$ cat src/rtl/mem_stage_ctrl.sv
// mem_stage_ctrl: memory-stage controller between the E/M and M/W pipeline
// registers. It issues ready-handshake data-memory requests, stalls the front
// of the pipe while an access is outstanding, aborts accesses that wait too
// long, and holds the M/W pipeline register.
//
// Ports
//   clk, reset                : rising-edge clock, async active-low reset
//   RegWriteM..PCPlus4M       : M-stage control and datapath values
//   mem_req/we/addr/wdata     : memory request (combinational)
//   mem_ready, mem_rdata      : memory completion and read data
//   StallM                    : freeze PC, F/D, D/E, E/M (combinational)
//   RegWriteW..PCPlus4W       : registered W-stage values
//   BusErr                    : registered one-cycle pulse on abort
module mem_stage_ctrl #(
  parameter int unsigned TIMEOUT = 16
) (
  input  logic        clk,
  input  logic        reset,
  input  logic        RegWriteM,
  input  logic [1:0]  ResultSrcM,
  input  logic        MemWriteM,
  input  logic [31:0] ALUResultM,
  input  logic [31:0] WriteDataM,
  input  logic [4:0]  RdM,
  input  logic [31:0] PCPlus4M,
  output logic        mem_req,
  output logic        mem_we,
  output logic [31:0] mem_addr,
  output logic [31:0] mem_wdata,
  input  logic        mem_ready,
  input  logic [31:0] mem_rdata,
  output logic        StallM,
  output logic        RegWriteW,
  output logic [1:0]  ResultSrcW,
  output logic [4:0]  RdW,
  output logic [31:0] ALUResultW,
  output logic [31:0] ReadDataW,
  output logic [31:0] PCPlus4W,
  output logic        BusErr
);

  localparam int unsigned CNT_W = 8;
  localparam logic [CNT_W-1:0] CNT_LAST = CNT_W'(TIMEOUT - 1);

  typedef enum logic {
    S_IDLE = 1'b0,
    S_WAIT = 1'b1
  } state_t;

  state_t           state;
  logic [CNT_W-1:0] wait_cnt;
  logic             hold_we;
  logic [31:0]      hold_addr;
  logic [31:0]      hold_wdata;

  logic access;
  logic in_idle;
  logic in_wait;
  logic cur_we;
  logic timeout_hit;
  logic complete;
  logic stall;
  logic rd_done;

  // Request/stall decode; mem_* and StallM are forced low while in reset so a
  // pending request disappears asynchronously.
  always_comb begin
    access      = MemWriteM | (ResultSrcM == 2'b01);
    in_idle     = (state == S_IDLE);
    in_wait     = (state == S_WAIT);
    cur_we      = in_wait ? hold_we : MemWriteM;
    timeout_hit = in_wait & ~mem_ready & (wait_cnt == CNT_LAST);
    complete    = (in_idle & access & mem_ready) | (in_wait & mem_ready);
    stall       = (in_idle & access & ~mem_ready) |
                  (in_wait & ~mem_ready & ~timeout_hit);
    rd_done     = complete & ~cur_we;

    mem_req   = reset & ((in_idle & access) | in_wait);
    mem_we    = mem_req & cur_we;
    mem_addr  = '0;
    mem_wdata = '0;
    if (mem_req) begin
      mem_addr  = in_wait ? hold_addr  : ALUResultM;
      mem_wdata = in_wait ? hold_wdata : WriteDataM;
    end
    StallM = reset & stall;
  end

  // Access FSM, wait counter and request holding registers.
  always_ff @(posedge clk or negedge reset) begin
    if (!reset) begin
      state      <= S_IDLE;
      wait_cnt   <= '0;
      hold_we    <= 1'b0;
      hold_addr  <= '0;
      hold_wdata <= '0;
      BusErr     <= 1'b0;
    end else begin
      BusErr <= timeout_hit;
      case (state)
        S_IDLE: begin
          if (access && !mem_ready) begin
            state      <= S_WAIT;
            wait_cnt   <= '0;
            hold_we    <= MemWriteM;
            hold_addr  <= ALUResultM;
            hold_wdata <= WriteDataM;
          end
        end
        S_WAIT: begin
          if (mem_ready || timeout_hit) begin
            state <= S_IDLE;
          end else begin
            wait_cnt <= CNT_W'(wait_cnt + 1'b1);
          end
        end
        default: state <= S_IDLE;
      endcase
    end
  end

  // M/W pipeline register: bubble on stall or abort, otherwise advance.
  always_ff @(posedge clk or negedge reset) begin
    if (!reset) begin
      RegWriteW  <= 1'b0;
      ResultSrcW <= 2'b00;
      RdW        <= '0;
      ALUResultW <= '0;
      ReadDataW  <= '0;
      PCPlus4W   <= '0;
    end else if (stall || timeout_hit) begin
      RegWriteW  <= 1'b0;
      ResultSrcW <= 2'b00;
    end else begin
      RegWriteW  <= RegWriteM;
      ResultSrcW <= ResultSrcM;
      RdW        <= RdM;
      ALUResultW <= ALUResultM;
      PCPlus4W   <= PCPlus4M;
      if (rd_done) begin
        ReadDataW <= mem_rdata;
      end
    end
  end

endmodule

$ cat config.mk
export PLATFORM = sky130hd
export DESIGN_NAME = mem_stage_ctrl
export DESIGN_NICKNAME = d
export VERILOG_FILES = /design/src/rtl/mem_stage_ctrl.sv
export SDC_FILE = /design/constraint.sdc
export NUM_CORES = 1
export LEC_CHECK = 0
export CAP_MARGIN = 20
export CORE_UTILIZATION = 47
export DETAILED_ROUTE_END_ITERATION = 7
export GPL_TIMING_DRIVEN = 1
export HOLD_SLACK_MARGIN = 0.03
export MAX_ROUTING_LAYER = met4
export PLACE_DENSITY = 0.89
export RECOVER_POWER = 50
export SLEW_MARGIN = 20
export SYNTH_ARGS = -nofsm -noshare
export SYNTH_HDL_FRONTEND = slang
export SYNTH_SLANG_ARGS = --single-unit
$ cat constraint.sdc
create_clock -name clk -period 3.7 [get_ports clk]
set_input_delay 0.555 -clock clk [delete_from_list [all_inputs] [get_ports clk]]
set_output_delay 0.555 -clock clk [all_outputs]
set_load 0.05 [all_outputs]
==> results.json <==
{
  "yosysTopAreaCell": "dfrtp_1",
  "worst_pin_slew_ns": 1.84,
  "layout.nets": 1138,
  "status": "finished, violations left",
  "multi_input_area_sq_um": 3080,
  "final_cell_mix": "nand2_1 (198), dfrtp_1 (178), clkdlybuf4s50_1 (158), mux2_2 (99), dlygate4sd3_1 (87)",
  "maxSlewViolCount": 124,
  "syn_avg_cell_area_sq_um": 11.2,
  "n_fill_cell": 993,
  "setup-violations-final": 0,
  "rr_endpoint": "PCPlus4W[19]",
  "timing.final.crit_period_ns": 3.24,
  "synth_nets": 836,
  "via_count": 6316,
  "netlist_instances": 695,
  "setup.worst_path.start": "MemWriteM",
  "rsz0062_at_grt": "false",
  "grt_pass1_vias": 6588,
  "dieArea_sq_um": 17100,
  "track_usage": 0.267,
  "ys_seq_area_frac": 0.574,
  "antenna_found_initial": 0,
  "end_kind": "flop",
  "clkLatencyLatePin_ns": 0.43,
  "timing.rr.start": "in_wait",
  "worst-path-max-fanout": 52,
  "synthMuxAreaShare": 0.230,
  "postRouteAntennaNets": 0,
  "start_util": 0.486,
  "ctsResizeCount": 0,
  "synth_edf_count": 0,
  "synth_fa_ha_area_frac": 0.00160,
  "h-tree-depth": 4,
  "worst_ep_required_time_ns": 4.00,
  "cts_buffers": 17,
  "die_y_um": 131,
  "maxSlewHeadroom": -0.225,
  "via_per_inst": 5.15,
  "synth_cell_type_count": 34,
  "crit_chain": "dlygate4sd3_1 > nor3_1 > or2_0 > buf_12 > mux2_2",
  "wl_per_cell_um": 18.0,
  "hold_violations": 0,
  "portBuffers": 311,
  "hp-class": "reg2reg",
  "finalInstanceArea_sq_um": 12100,
  "worstSetupEndpoint": "PCPlus4W[19]",
  "cts_tree": "yes",
  "dpl.cell_count": 1193,
  "place_congestion": 0.748,
  "syn_area_sq_um": 7800,
  "synth_top_family_by_area": "multiplexers",
  "synth-compound-area-share": 0.00866,
  "slowest_stage": "or2_0",
  "drtPass1Iterations": 4,
  "irDropWorstVdd_uv": 321,
  "grt_pass1_wl_mm": 33.4,
  "rr_worst_depth": 4,
  "final.period_utilization": 0.877,
  "ys.flop_type": "dfrtp_1",
  "async_reset_ff_frac": 1.00,
  "cts.sinks": 179,
  "violations": "max-capacitance violations, max-slew violations",
  "clk_pin_slew_worst_paths_ns": 0.07,
  "worst-setup-path-type": "in2reg",
  "leakagePower_nw": 5.51,
  "synth-xor-area-share": 0.00224,
  "synthSimpleGateAreaFrac": 0.150,
  "critPathLaunchType": "input pin",
  "grt-ovfl-total": 0,
  "timing.setup.tns_ns": 0,
  "critPathArrivalTime_ns": 3.55,
  "ys_warn_count": 0,
  "ff_latch_area_sq_um": 4480,
  "num_antenna_cells": 0,
  "r2r_slack_ns": 0.57,
  "grt_max_degree": 76,
  "clock_path_buffers": 2,
  "areaGrowthSynthToFinish_pct": 54.6,
  "drt_first_iter_violations": 335,
  "core_area_sq_um": 16100,
  "p_total_mw": 7.12,
  "drive_gt1_frac": 0.210,
  "io_pins": 312,
  "powerDensity_nw_per_um2": 590,
  "synth.top_cell.area_share": 0.574,
  "std_cell_rows": 46,
  "cap_violations": 3,
  "cpPeakStageDelay_ns": 1.30,
  "drt-total-wl_mm": 22.1,
  "dpl.hpwl_mm": 15.7,
  "die_x_um": 131,
  "fin_cells": 1226,
  "placed_cell_area_sq_um": 11500,
  "fmax_ghz": 0.308,
  "root_buffer": "clkbuf_16",
  "synth-seq-cells": 179,
  "final_common_cell": "nand2_1",
  "drc_errors": 0,
  "fin_skew_ns": 0.0149,
  "synthTopCellsByArea": "dfrtp_1 (57%), mux2_2 (14%), nand2_1 (9.5%)"
}
## where the power goes
| group | switching (mW) | leakage, nW | total, mW | internal (mW) |
|---|---|---|---|---|
| Sequential | 0.227 | 2.16 | 2.58 | 2.35 |
| Clock | 0.840 | 0.268 | 1.73 | 0.895 |
| Combinational | 1.75 | 3.08 | 2.81 | 1.05 |
## worst max-delay path, delay by kind of cell
family                 cells  cell delay, ns
buffers and inverters      2            1.04
muxes                      1            0.38
and+or+nand+nor            2            1.53
## synthesized netlist by cell type (2+ instances only)
library cell	number
inv_1	2
nor2_1	69
nand3_1	6
clkbuf_1	10
mux2_2	100
nand2b_1	2
nand2_1	198
a21oi_1	2
buf_6	10
o21ai_0	4
nor3_1	3
nor3b_1	2
mux2i_1	66
dfrtp_1	179
buf_2	18
nor2b_1	2
xor2_1	2
and2_1	4
## state kept, by name (all words and copies together) (netlist names)
register / cells
RdW: 5
PCPlus4W: 32
ALUResultW: 32
hold_wdata: 32
BusErr: 1
hold_we: 1
wait_cnt: 8
in_wait: 1
hold_addr: 32
RegWriteW: 1
ResultSrcW: 2
ReadDataW: 32
## logic make-up after synthesis
kind of cell	after synthesis
multiplexers	167
adder cells (fa/ha/maj)	1
AO/OA/AOI/OAI	11
XOR/XNOR	2
flip-flops	179
buffers and inverters	42
AND/OR/NAND/NOR	293
## through the flow
stage                     hold WS [ns]   util  setup slack, ns
after global routing             0.506  0.751            0.238
after CTS                        0.479  0.752            0.624
after detailed placement         0.443  0.716            0.829
after global placement           0.439  0.716            0.908
final                            0.473  0.751            0.456
after floorplan                  0.259      -             1.27
## how the worst min path moves through the flow
stage / from / end / slack [ns] / cells after the start
2_1_floorplan: reset / ALUResultW[0] / 0.26 / 0
3_3_place_gp: reset / ReadDataW[21] / 0.44 / 1
3_5_place_dp: reset / ReadDataW[21] / 0.44 / 1
4_1_cts: hold_wdata[13] / hold_wdata[13] / 0.48 / 2
5_1_grt: hold_addr[4] / hold_addr[4] / 0.51 / 2
6_report: hold_wdata[20] / hold_wdata[20] / 0.47 / 2
## layout make-up
type / instances / area share
Clock inverter: 14 / 0.0115
Tap cell: 216 / 0.0224
Inverter: 2 / 0.000622
Multi-Input combinational cell: 474 / 0.255
Timing Repair Buffer: 323 / 0.303
Clock buffer: 18 / 0.0356
Sequential cell: 179 / 0.372
## repair_timing
action / 4_1_cts / 5_1_grt
hold buffers: 1 / 0
endpoints found under the hold margin: 24 / 0
setup buffers: 0 / 0
## routing by layer
layer | track usage | up-vias | share of wire
li1 | - | 2901 | -
met1 | 0.296 | 3101 | 0.38
met2 | 0.451 | 265 | 0.52
met3 | 0.0721 | 49 | 0.067
met4 | 0.116 | 0 | 0.032
met5 | - | - | 0
Power figures use the tool's default switching activity.
